==> config.mk <==
export PLATFORM = sky130hd
export DESIGN_NAME = tone_gen
export DESIGN_NICKNAME = d
export VERILOG_FILES = /design/src/rtl/tone_gen.sv
export SDC_FILE = /design/constraint.sdc
export NUM_CORES = 1
export LEC_CHECK = 0
export CAP_MARGIN = 20
export CORE_MARGIN = 2
export CORE_UTILIZATION = 55
export CTS_CLUSTER_DIAMETER = 100
export DETAILED_ROUTE_END_ITERATION = 8
export GPL_TIMING_DRIVEN = 0
export PLACE_DENSITY = 0.89
export REMOVE_ABC_BUFFERS = 1
export SYNTH_ARGS = -nofsm -noshare
export SYNTH_HDL_FRONTEND = slang
export SYNTH_SLANG_ARGS = --single-unit
export TNS_END_PERCENT = 100
==> constraint.sdc <==
create_clock -name clk -period 4.7 [get_ports clk]
set_clock_uncertainty 0.1 [all_clocks]
set_input_delay 0.47 -clock clk [delete_from_list [all_inputs] [get_ports clk]]
set_output_delay 0.47 -clock clk [all_outputs]
set_load 0.02 [all_outputs]
==> src/rtl/tone_gen.sv <==
// Waveform and envelope sample source feeding the PWM DAC duty value.
// Optional build macro TONE_GEN_ENVELOPE_EN enables the ADSR-style envelope FSM and output multiplier.
module tone_gen #(
    parameter int unsigned N     = 8,
    parameter int unsigned ACC_W = 16
) (
    input  logic             clk,
    input  logic             rst_n,
    input  logic             ena,
    input  logic             sample_req,
    input  logic [ACC_W-1:0] freq_word,
    input  logic [1:0]       wave_sel,
    input  logic             gate,
    input  logic [7:0]       att_step,
    input  logic [7:0]       rel_step,
    output logic [N-1:0]     sample,
    output logic             sample_valid,
    output logic [1:0]       env_state
);

    localparam int unsigned LFSR_W = 16;
    localparam int unsigned ENV_W  = 8;
    localparam int unsigned PROD_W = N + ENV_W;
    localparam logic [LFSR_W-1:0] LFSR_SEED = 16'hACE1;

    typedef enum logic [1:0] {
        ST_IDLE    = 2'd0,
        ST_ATTACK  = 2'd1,
        ST_SUSTAIN = 2'd2,
        ST_RELEASE = 2'd3
    } env_state_e;

    logic [ACC_W-1:0]  acc, acc_nxt;
    logic [LFSR_W-1:0] lfsr, lfsr_nxt;
    env_state_e        state, state_nxt;
    logic [N-1:0]      sample_nxt;
    logic              valid_nxt;
    logic              accept;
    logic [N-1:0]      p;
    logic [N-1:0]      noise;
    logic [N-1:0]      w;
    logic              lfsr_fb;

    // Raw waveform from the pre-update phase and LFSR
    always_comb begin
        accept  = sample_req && ena;
        p       = acc[ACC_W-1 -: N];
        noise   = lfsr[LFSR_W-1 -: N];
        lfsr_fb = lfsr[15] ^ lfsr[13] ^ lfsr[12] ^ lfsr[10];
        w       = '0;
        case (wave_sel)
            2'd0:    w = p[N-1] ? '1 : '0;
            2'd1:    w = p;
            2'd2:    w = p[N-1] ? ~{p[N-2:0], 1'b0} : {p[N-2:0], 1'b0};
            2'd3:    w = noise;
            default: w = '0;
        endcase
    end

    // Phase and noise advance once per accepted request
    always_comb begin
        acc_nxt   = acc;
        lfsr_nxt  = lfsr;
        valid_nxt = accept;
        if (accept) begin
            acc_nxt  = acc + freq_word;
            lfsr_nxt = {lfsr[LFSR_W-2:0], lfsr_fb};
        end
    end

`ifdef TONE_GEN_ENVELOPE_EN
    logic [ENV_W-1:0]  env, env_nxt;
    logic [ENV_W:0]    att_sum;
    logic [PROD_W-1:0] prod;

    // Envelope FSM and scaled output
    always_comb begin
        att_sum    = {1'b0, env} + {1'b0, att_step};
        prod       = PROD_W'(w) * PROD_W'(env);
        env_nxt    = env;
        state_nxt  = state;
        sample_nxt = sample;
        if (accept) begin
            sample_nxt = N'(prod >> ENV_W);
            case (state)
                ST_IDLE: begin
                    if (gate) state_nxt = ST_ATTACK;
                end
                ST_ATTACK: begin
                    if (!gate) begin
                        state_nxt = ST_RELEASE;
                    end else if (att_step == 8'd0 || att_sum >= 9'd255) begin
                        env_nxt   = 8'hFF;
                        state_nxt = ST_SUSTAIN;
                    end else begin
                        env_nxt = att_sum[ENV_W-1:0];
                    end
                end
                ST_SUSTAIN: begin
                    env_nxt = 8'hFF;
                    if (!gate) state_nxt = ST_RELEASE;
                end
                ST_RELEASE: begin
                    // Retrigger keeps the current level rather than restarting from zero
                    if (gate) begin
                        state_nxt = ST_ATTACK;
                    end else if (rel_step == 8'd0 || env <= rel_step) begin
                        env_nxt   = 8'd0;
                        state_nxt = ST_IDLE;
                    end else begin
                        env_nxt = env - rel_step;
                    end
                end
                default: state_nxt = ST_IDLE;
            endcase
        end
    end

    always_ff @(posedge clk or negedge rst_n) begin
        if (!rst_n) begin
            env <= '0;
        end else begin
            env <= env_nxt;
        end
    end
`else
    logic unused_steps;

    // Gate-only output; status mirrors the gate as SUSTAIN/IDLE
    always_comb begin
        unused_steps = ^{att_step, rel_step};
        state_nxt    = state;
        sample_nxt   = sample;
        if (accept) begin
            sample_nxt = gate ? w : '0;
            state_nxt  = gate ? ST_SUSTAIN : ST_IDLE;
        end
    end
`endif

    always_ff @(posedge clk or negedge rst_n) begin
        if (!rst_n) begin
            acc          <= '0;
            lfsr         <= LFSR_SEED;
            state        <= ST_IDLE;
            sample       <= '0;
            sample_valid <= 1'b0;
        end else begin
            acc          <= acc_nxt;
            lfsr         <= lfsr_nxt;
            state        <= state_nxt;
            sample       <= sample_nxt;
            sample_valid <= valid_nxt;
        end
    end

    assign env_state = state;

endmodule

==> impl_metrics.csv, run 1 <==
group,metric,value,unit
status,status,"complete, no violations",
clocking,htree_levels,2,
sta,final-hold-violation-count,0,
sta,finalCriticalPeriod,2.70,ns
setup_path,cp_num_buf_inv,1,
die,dieWidth,72.3,um
sta,rsz0062_at_grt,"no",
sta,fin_tns_setup,0,ns
global_routing,gr-total-overflow,0,
setup_path,cpMaxStageDelayCell,"fa_1",
global_routing,grt_max_degree,43,
detailed_routing,drt_iter0_drc,106,
synth,yosysSeqAreaShare,0.414,
layout,diodes,0,
global_routing,grt_pass1_vias,1955,
die,die_area,5220,sq um
synth,syn_inst,256,
global_routing,gr-usage-met3,0.0486,
layout,drive_above_1_share,0.139,
layout,regArea,1060,sq um
power,power,1.62,mW
power,internal_power,965,uW
setup_path,worst_ep_required_time,4.79,ns
setup_path,worst_path_largest_cell_delay,0.42,ns
global_routing,grt_pass1_wl,8590,um
placement,preCtsSetupSlack,1.71,ns
synth,ys.flop_type,"dfrtp_1",
layout,syn_to_final_growth,17.1,%
placement,dpl.cell_count,331,
die,num_rows,24,
global_routing,grt_usage,0.209,
synth,ys_ff_latch,42,
sta,post-route-period-util,0.574,
clocking,cts-root-buf,"clkbuf_8",
clocking,cts_sinks,42,
placement,portBuffers,32,
power,seqPwrFrac,0.361,
detailed_routing,antenna_left,0,
setup_path,crit_arrival,2.79,ns
global_routing,grt.busiest_layer,"met2",
clocking,cts_tree,"done",
power,clkPwrFrac,0.150,
clocking,ctsLongestPathBuffers,2,
detailed_routing,drc,0,
power,swShare,0.406,
power,combPwrFrac,0.490,
sta,slew_violations,0,
sta,relSlewSlack,0.375,
clocking,cts_setup_buffers,0,
setup_path,criticalPathCategory,"in -> reg",
die,coreArea,4410,sq um
layout,final_nets,341,
clocking,numCtsBuffers,5,
min_path,hp-class,"in -> async",
synth,yosys_warnings,0,
clocking,cts_resized,0,
layout,fillers,356,
power,irDropWorstVdd,262,uV
layout,multiInputGateArea,1420,sq um
sta,fmax,0.371,GHz
job,maxCapViolations,0,
global_routing,use_met1,0.262,
clocking,cts_hold_buf,0,
sta,tightest_slew,0.938,ns
layout,fin_cells,339,
detailed_routing,routed_wirelength,4900,um
synth,synth_edf_count,0,
placement,place.gp.congestion,0.896,
sta,setup_viol,0,
detailed_routing,dr.pass1.iters,4,
synth,syn_area_per_cell,10.0,sq um
synth,synthesis.area,2560,sq um
detailed_routing,via_per_inst,5.88,
detailed_routing,vias,1993,
power,p_per_area,541,nW/um^2
sta,fin_ws,2.00,ns
setup_path,critPathLaunchType,"input pin",
setup_path,endpoint_kind,"flop",
synth,synth_cell_types,49,
clocking,clk_pin_slew,0.09,ns
setup_path,critical_path.max_fanout,3,
die,ioPinCount,50,
global_routing,antenna_found_initial,0,
setup_path,crit_chain,"clkdlybuf4s50_1, ha_1, fa_1, a21o_2, a31oi_2, nor3b_1, a2111oi_2, xor2_1, o21ai_1",
clocking,clock_latency,0.30,ns
setup_path,critical_path.top_delay_family,"compound AO/OA/AOI/OAI gates",
die,die_height,72.3,um
power,total_leakage_power,1.36,nW
die,initial_core_util,0.580,
placement,dp_hpwl,3590,um
global_routing,use_met2,0.350,
synth,async_flop_share,1.00,
power,p_switching,659,uW
detailed_routing,avgRoutedWirePerCell,14.5,um
==> power by group through the flow <==
stage	clock, mW	combinational (mW)	sequential [mW]
floorplan	0	0.594	0.586
global placement	0	0.757	0.584
detailed placement	0	0.787	0.593
CTS	0.251	0.797	0.586
global route	0.269	0.900	0.606
finish	0.243	0.795	0.586
==> registers in the layout, summed over array words and instances (netlist names) <==
| name | count |
|---|---|
| acc | 16 |
| env_state | 1 |
| lfsr | 16 |
| sample | 8 |
| sample_valid | 1 |
==> per-stage QoR <==
stage	hold WS, ns	util	area, sq um
finish	0.203	0.680	3000
global route	0.267	0.680	3000
CTS	0.222	0.680	3000
detailed placement	0.363	0.659	2910
global placement	0.358	0.654	2890
floorplan	0.0744	-	2500
==> worst register-to-register path: cells and delay by family, from the launching register on <==
kind | cells | cell delay [ns]
simple gates | 1 | 0.09
flops | 1 | 0.38
xor+xnor | 1 | 0.20
fa+ha+maj | 2 | 0.64
compound gates | 4 | 0.95
==> kinds of logic after synthesis <==
kind of cell             Yosys count  synth area share
AO/OA/AOI/OAI                     81             0.202
AND/OR/NAND/NOR                   56            0.0957
flip-flops                        42             0.414
multiplexers                      25             0.106
XOR/XNOR                          20            0.0684
adder cells (fa/ha/maj)           16            0.0811
buffers and inverters             15            0.0312
other                              1           0.00146
==> cells in the mapped netlist, types with 2 or more instances <==
master	n	area, sq um
dfrtp_1	34	851
nor3_1	4	20.0
a21boi_0	2	15.0
a21o_1	9	67.6
a21oi_1	20	100
a22o_1	2	17.5
nand2_1	28	105
nand2b_1	3	18.8
a211o_1	2	17.5
a211oi_1	2	15.0
buf_1	3	11.3
xor2_1	12	105
clkbuf_1	3	11.3
ha_1	15	188
o21bai_1	2	15.0
mux2_2	17	191
nor2_1	11	41.3
nand3_1	4	20.0
dfstp_2	8	210
xnor2_1	8	70.1
o21ai_0	26	130
o21ai_1	3	15.0
inv_1	4	15.0
mux2i_1	8	80.1
a221o_1	2	20.0
==> routing by layer <==
metal / up-vias / part of all wire
met2: 48 / 0.51
met3: 6 / 0.043
met5: - / 0
met1: 961 / 0.44
li1: 978 / -
met4: 0 / 0.0090
==> cell usage in the layout (no fill, tap or decap), types with 2 or more instances in the layout <==
cell type and n:
dfrtp_1 34, clkdlybuf4s50_1 31, nand2_1 28, o21ai_0 26, a21oi_1 20, mux2_2 17
ha_1 15, xor2_1 12, nor2_1 11, a21o_1 9, xnor2_1 8, mux2i_1 8
dfstp_2 8, clkbuf_8 5, nor3_1 4, inv_1 4, nand3_1 4, nand2b_1 3
o21ai_1 3, a22o_1 2, a211o_1 2, a211oi_1 2, a21boi_0 2, o21bai_1 2
a221o_1 2, clkinvlp_4 2
==> worst paths after layout <==
check                              from           end  slack (ns)  cells past startpoint
setup / recovery           freq_word[0]       acc[14]        2.00                      9
hold / removal                    rst_n     sample[4]        0.20                      1
setup reg to reg                 acc[0]       acc[14]        2.23                      8
hold reg to reg            env_state[1]  env_state[1]        0.38                      2
max in group asynchronous         rst_n       lfsr[8]        3.71                      1
min in group clk           env_state[1]  env_state[1]        0.38                      2
==> area by class of cell <==
type | count | share of cell area
tap | 52 | 0.0217
clock inverter | 3 | 0.00792
inverter | 5 | 0.00625
timing repair buffer | 33 | 0.114
clock buffer | 5 | 0.0229
multi-input combinational | 199 | 0.474
sequential | 42 | 0.353
Power figures use the tool's default switching activity.
==> run 2: changes to the inputs <==
--- a/config.mk
+++ b/config.mk
@@ -7,11 +7,11 @@
 export LEC_CHECK = 0
 export CAP_MARGIN = 20
 export CORE_MARGIN = 2
-export CORE_UTILIZATION = 55
+export CORE_UTILIZATION = 47
 export CTS_CLUSTER_DIAMETER = 100
 export DETAILED_ROUTE_END_ITERATION = 8
 export GPL_TIMING_DRIVEN = 0
-export PLACE_DENSITY = 0.89
+export PLACE_DENSITY = 0.81
 export REMOVE_ABC_BUFFERS = 1
 export SYNTH_ARGS = -nofsm -noshare
 export SYNTH_HDL_FRONTEND = slang
==> constraint.sdc (replaced) <==
create_clock -name clk -period 2.2 [get_ports clk]
set_clock_uncertainty 0.1 [all_clocks]
set_input_delay 0.22 -clock clk [delete_from_list [all_inputs] [get_ports clk]]
set_output_delay 0.22 -clock clk [all_outputs]
set_load 0.02 [all_outputs]
==> run 2 against run 1 <==
  * The flow now finishes with violations (negative setup slack)
  * First-iteration DRC count shrank 31%
  * Count of clock-buffer cells in the layout grew 1
  * Non-clock buffer count grew 5
  * Hold slack gained 0.046 ns
  * Design area grew 4.3%
  * Die area grew 16%
  * Worst setup slack lost 2.0 ns
  * Final cell count grew 6.8%
  * Wire length shrank 2.0%
  * Sequential power grew 110%
==> impl_metrics.csv, run 2 (same netlist as run 1, synthesis figures left out) <==
group,metric,value,unit
status,status,"finished with violations",
status,violations,"negative setup slack",
global_routing,grt_pass1_vias,1962,
layout,top_regs,"acc: 16 flops, lfsr: 16 flops, sample: 8 flops",
layout,fin_util,0.605,
job,maxCapViolations,0,
setup_path,endpoint_kind,"flop",
detailed_routing,via_per_inst,5.39,
sta,relSlewSlack,0.617,
clocking,cts_tree,"done",
placement,place.gp.congestion,0.877,
die,ioPinCount,50,
sta,setup_viol,1,
min_path,hp-class,"in -> async",
sta,fin_tns_setup,-0.0154,ns
power,total_leakage_power,1.39,nW
placement,portBuffers,32,
clocking,clock_latency,0.29,ns
setup_path,critPathLaunchType,"flop",
layout,final_nets,346,
global_routing,gr-total-overflow,0,
sta,slew_violations,0,
detailed_routing,routed_wirelength,4810,um
layout,syn_to_final_growth,22.2,%
sta,post-route-period-util,1.01,
clocking,clk_pin_slew,0.08,ns
setup_path,worst_ep_required_time,2.28,ns
clocking,cts-root-buf,"clkbuf_8",
detailed_routing,vias,1951,
detailed_routing,drc,0,
sta,tightest_slew,0.574,ns
die,dieWidth,77.8,um
sta,fmax,0.451,GHz
layout,mostFrequentLayoutCell,"dfrtp_1",
sta,final-hold-violation-count,0,
setup_path,critical_path.max_fanout,3,
clocking,numCtsBuffers,5,
detailed_routing,antenna_left,0,
sta,rsz0062_at_grt,"yes",
layout,layout_common_cells,"dfrtp_1 (34), clkdlybuf4s50_1 (31), nand2_1 (27)",
sta,fin_ws,-0.0154,ns
clocking,htree_levels,2,
global_routing,grt_pass1_wl,8600,um
detailed_routing,avgRoutedWirePerCell,13.3,um
global_routing,antenna_found_initial,0,
die,coreArea,5170,sq um
die,die_height,77.8,um
global_routing,grt_max_degree,32,
die,num_rows,26,
power,p_per_area,1140,nW/um^2
clocking,cts_sinks,42,
setup_path,crit_arrival,2.30,ns
layout,diodes,0,
die,die_area,6060,sq um
setup_path,regToRegSetupSlack,-0.02,ns
detailed_routing,dr.pass1.iters,4,
layout,drive_above_1_share,0.178,
global_routing,grt_usage,0.174,
die,initial_core_util,0.495,
sta,finalCriticalPeriod,2.22,ns
placement,dp_hpwl,3650,um
power,irDropWorstVdd,586,uV
clocking,ctsLongestPathBuffers,2,
setup_path,criticalPathCategory,"reg -> reg",
detailed_routing,drt_iter0_drc,73,
## run 2: worst max-delay path: stages, from the launching register on
cell     delay (ns)
dfrtp_1        0.41
ha_4           0.18
fa_2           0.37
a21o_4         0.24
a31oi_4        0.13
buf_4          0.13
or2_1          0.11
nor2_1         0.06
mux2i_1        0.13
o41ai_1        0.24
## run 2: layout make-up
type / instances / area (sq um)
Timing Repair Buffer: 38 / 395
Fill cell: 448 / 2040
Clock buffer: 6 / 82.6
Inverter: 5 / 21.3
Clock inverter: 2 / 12.5
Multi-Input combinational cell: 199 / 1470
Sequential cell: 42 / 1060
Tap cell: 70 / 87.6
## run 2: per-stage QoR
step	setup slack (ns)	total power [mW]	std cells	hold WS, ns	area (sq um)
after floorplan	-0.109	2.52	246	-0.176	2500
after global placement	-0.937	2.87	348	0.359	2910
after detailed placement	-0.503	2.94	350	0.0416	2950
after CTS	0.00617	3.51	359	0.251	3080
after global routing	-0.138	3.91	362	0.272	3130
final	-0.0154	3.57	362	0.248	3130
## run 2: final timing paths
check / start / to / cells past startpoint
min in group clk: sample[1] / sample[1] / 1
max: acc[0] / acc[10] / 9
max in group asynchronous: rst_n / lfsr[5] / 3
max reg2reg: acc[0] / acc[10] / 9
min: rst_n / sample[3] / 2
min reg2reg: sample[1] / sample[1] / 1
## run 2: power by group
| part | leakage, nW | internal, mW | total (mW) | switching (mW) |
|---|---|---|---|---|
| combinational | 0.828 | 0.884 | 1.80 | 0.915 |
| clock | 0.0472 | 0.252 | 0.518 | 0.265 |
| sequential | 0.517 | 1.02 | 1.25 | 0.226 |
| total | 1.39 | 2.16 | 3.57 | 1.41 |
## run 2: what timing repair did
action                                  4_1_cts  5_1_grt
setup buffers                                 0        3
endpoints found under the hold margin        12        0
gates resized for setup                       6        8
endpoints found under the setup margin       10       14
hold buffers                                  1        0
pin swaps                                     3        6
## run 2: routing by layer
| metal | up-vias | global-route usage | wire length [um] |
|---|---|---|---|
| met1 | 912 | 0.217 | 2260 |
| met5 | - | 0 | 0 |
| met3 | 9 | 0.0314 | 170 |
| met2 | 38 | 0.304 | 2310 |
| met4 | 0 | 0.0500 | 67 |
| li1 | 992 | - | - |
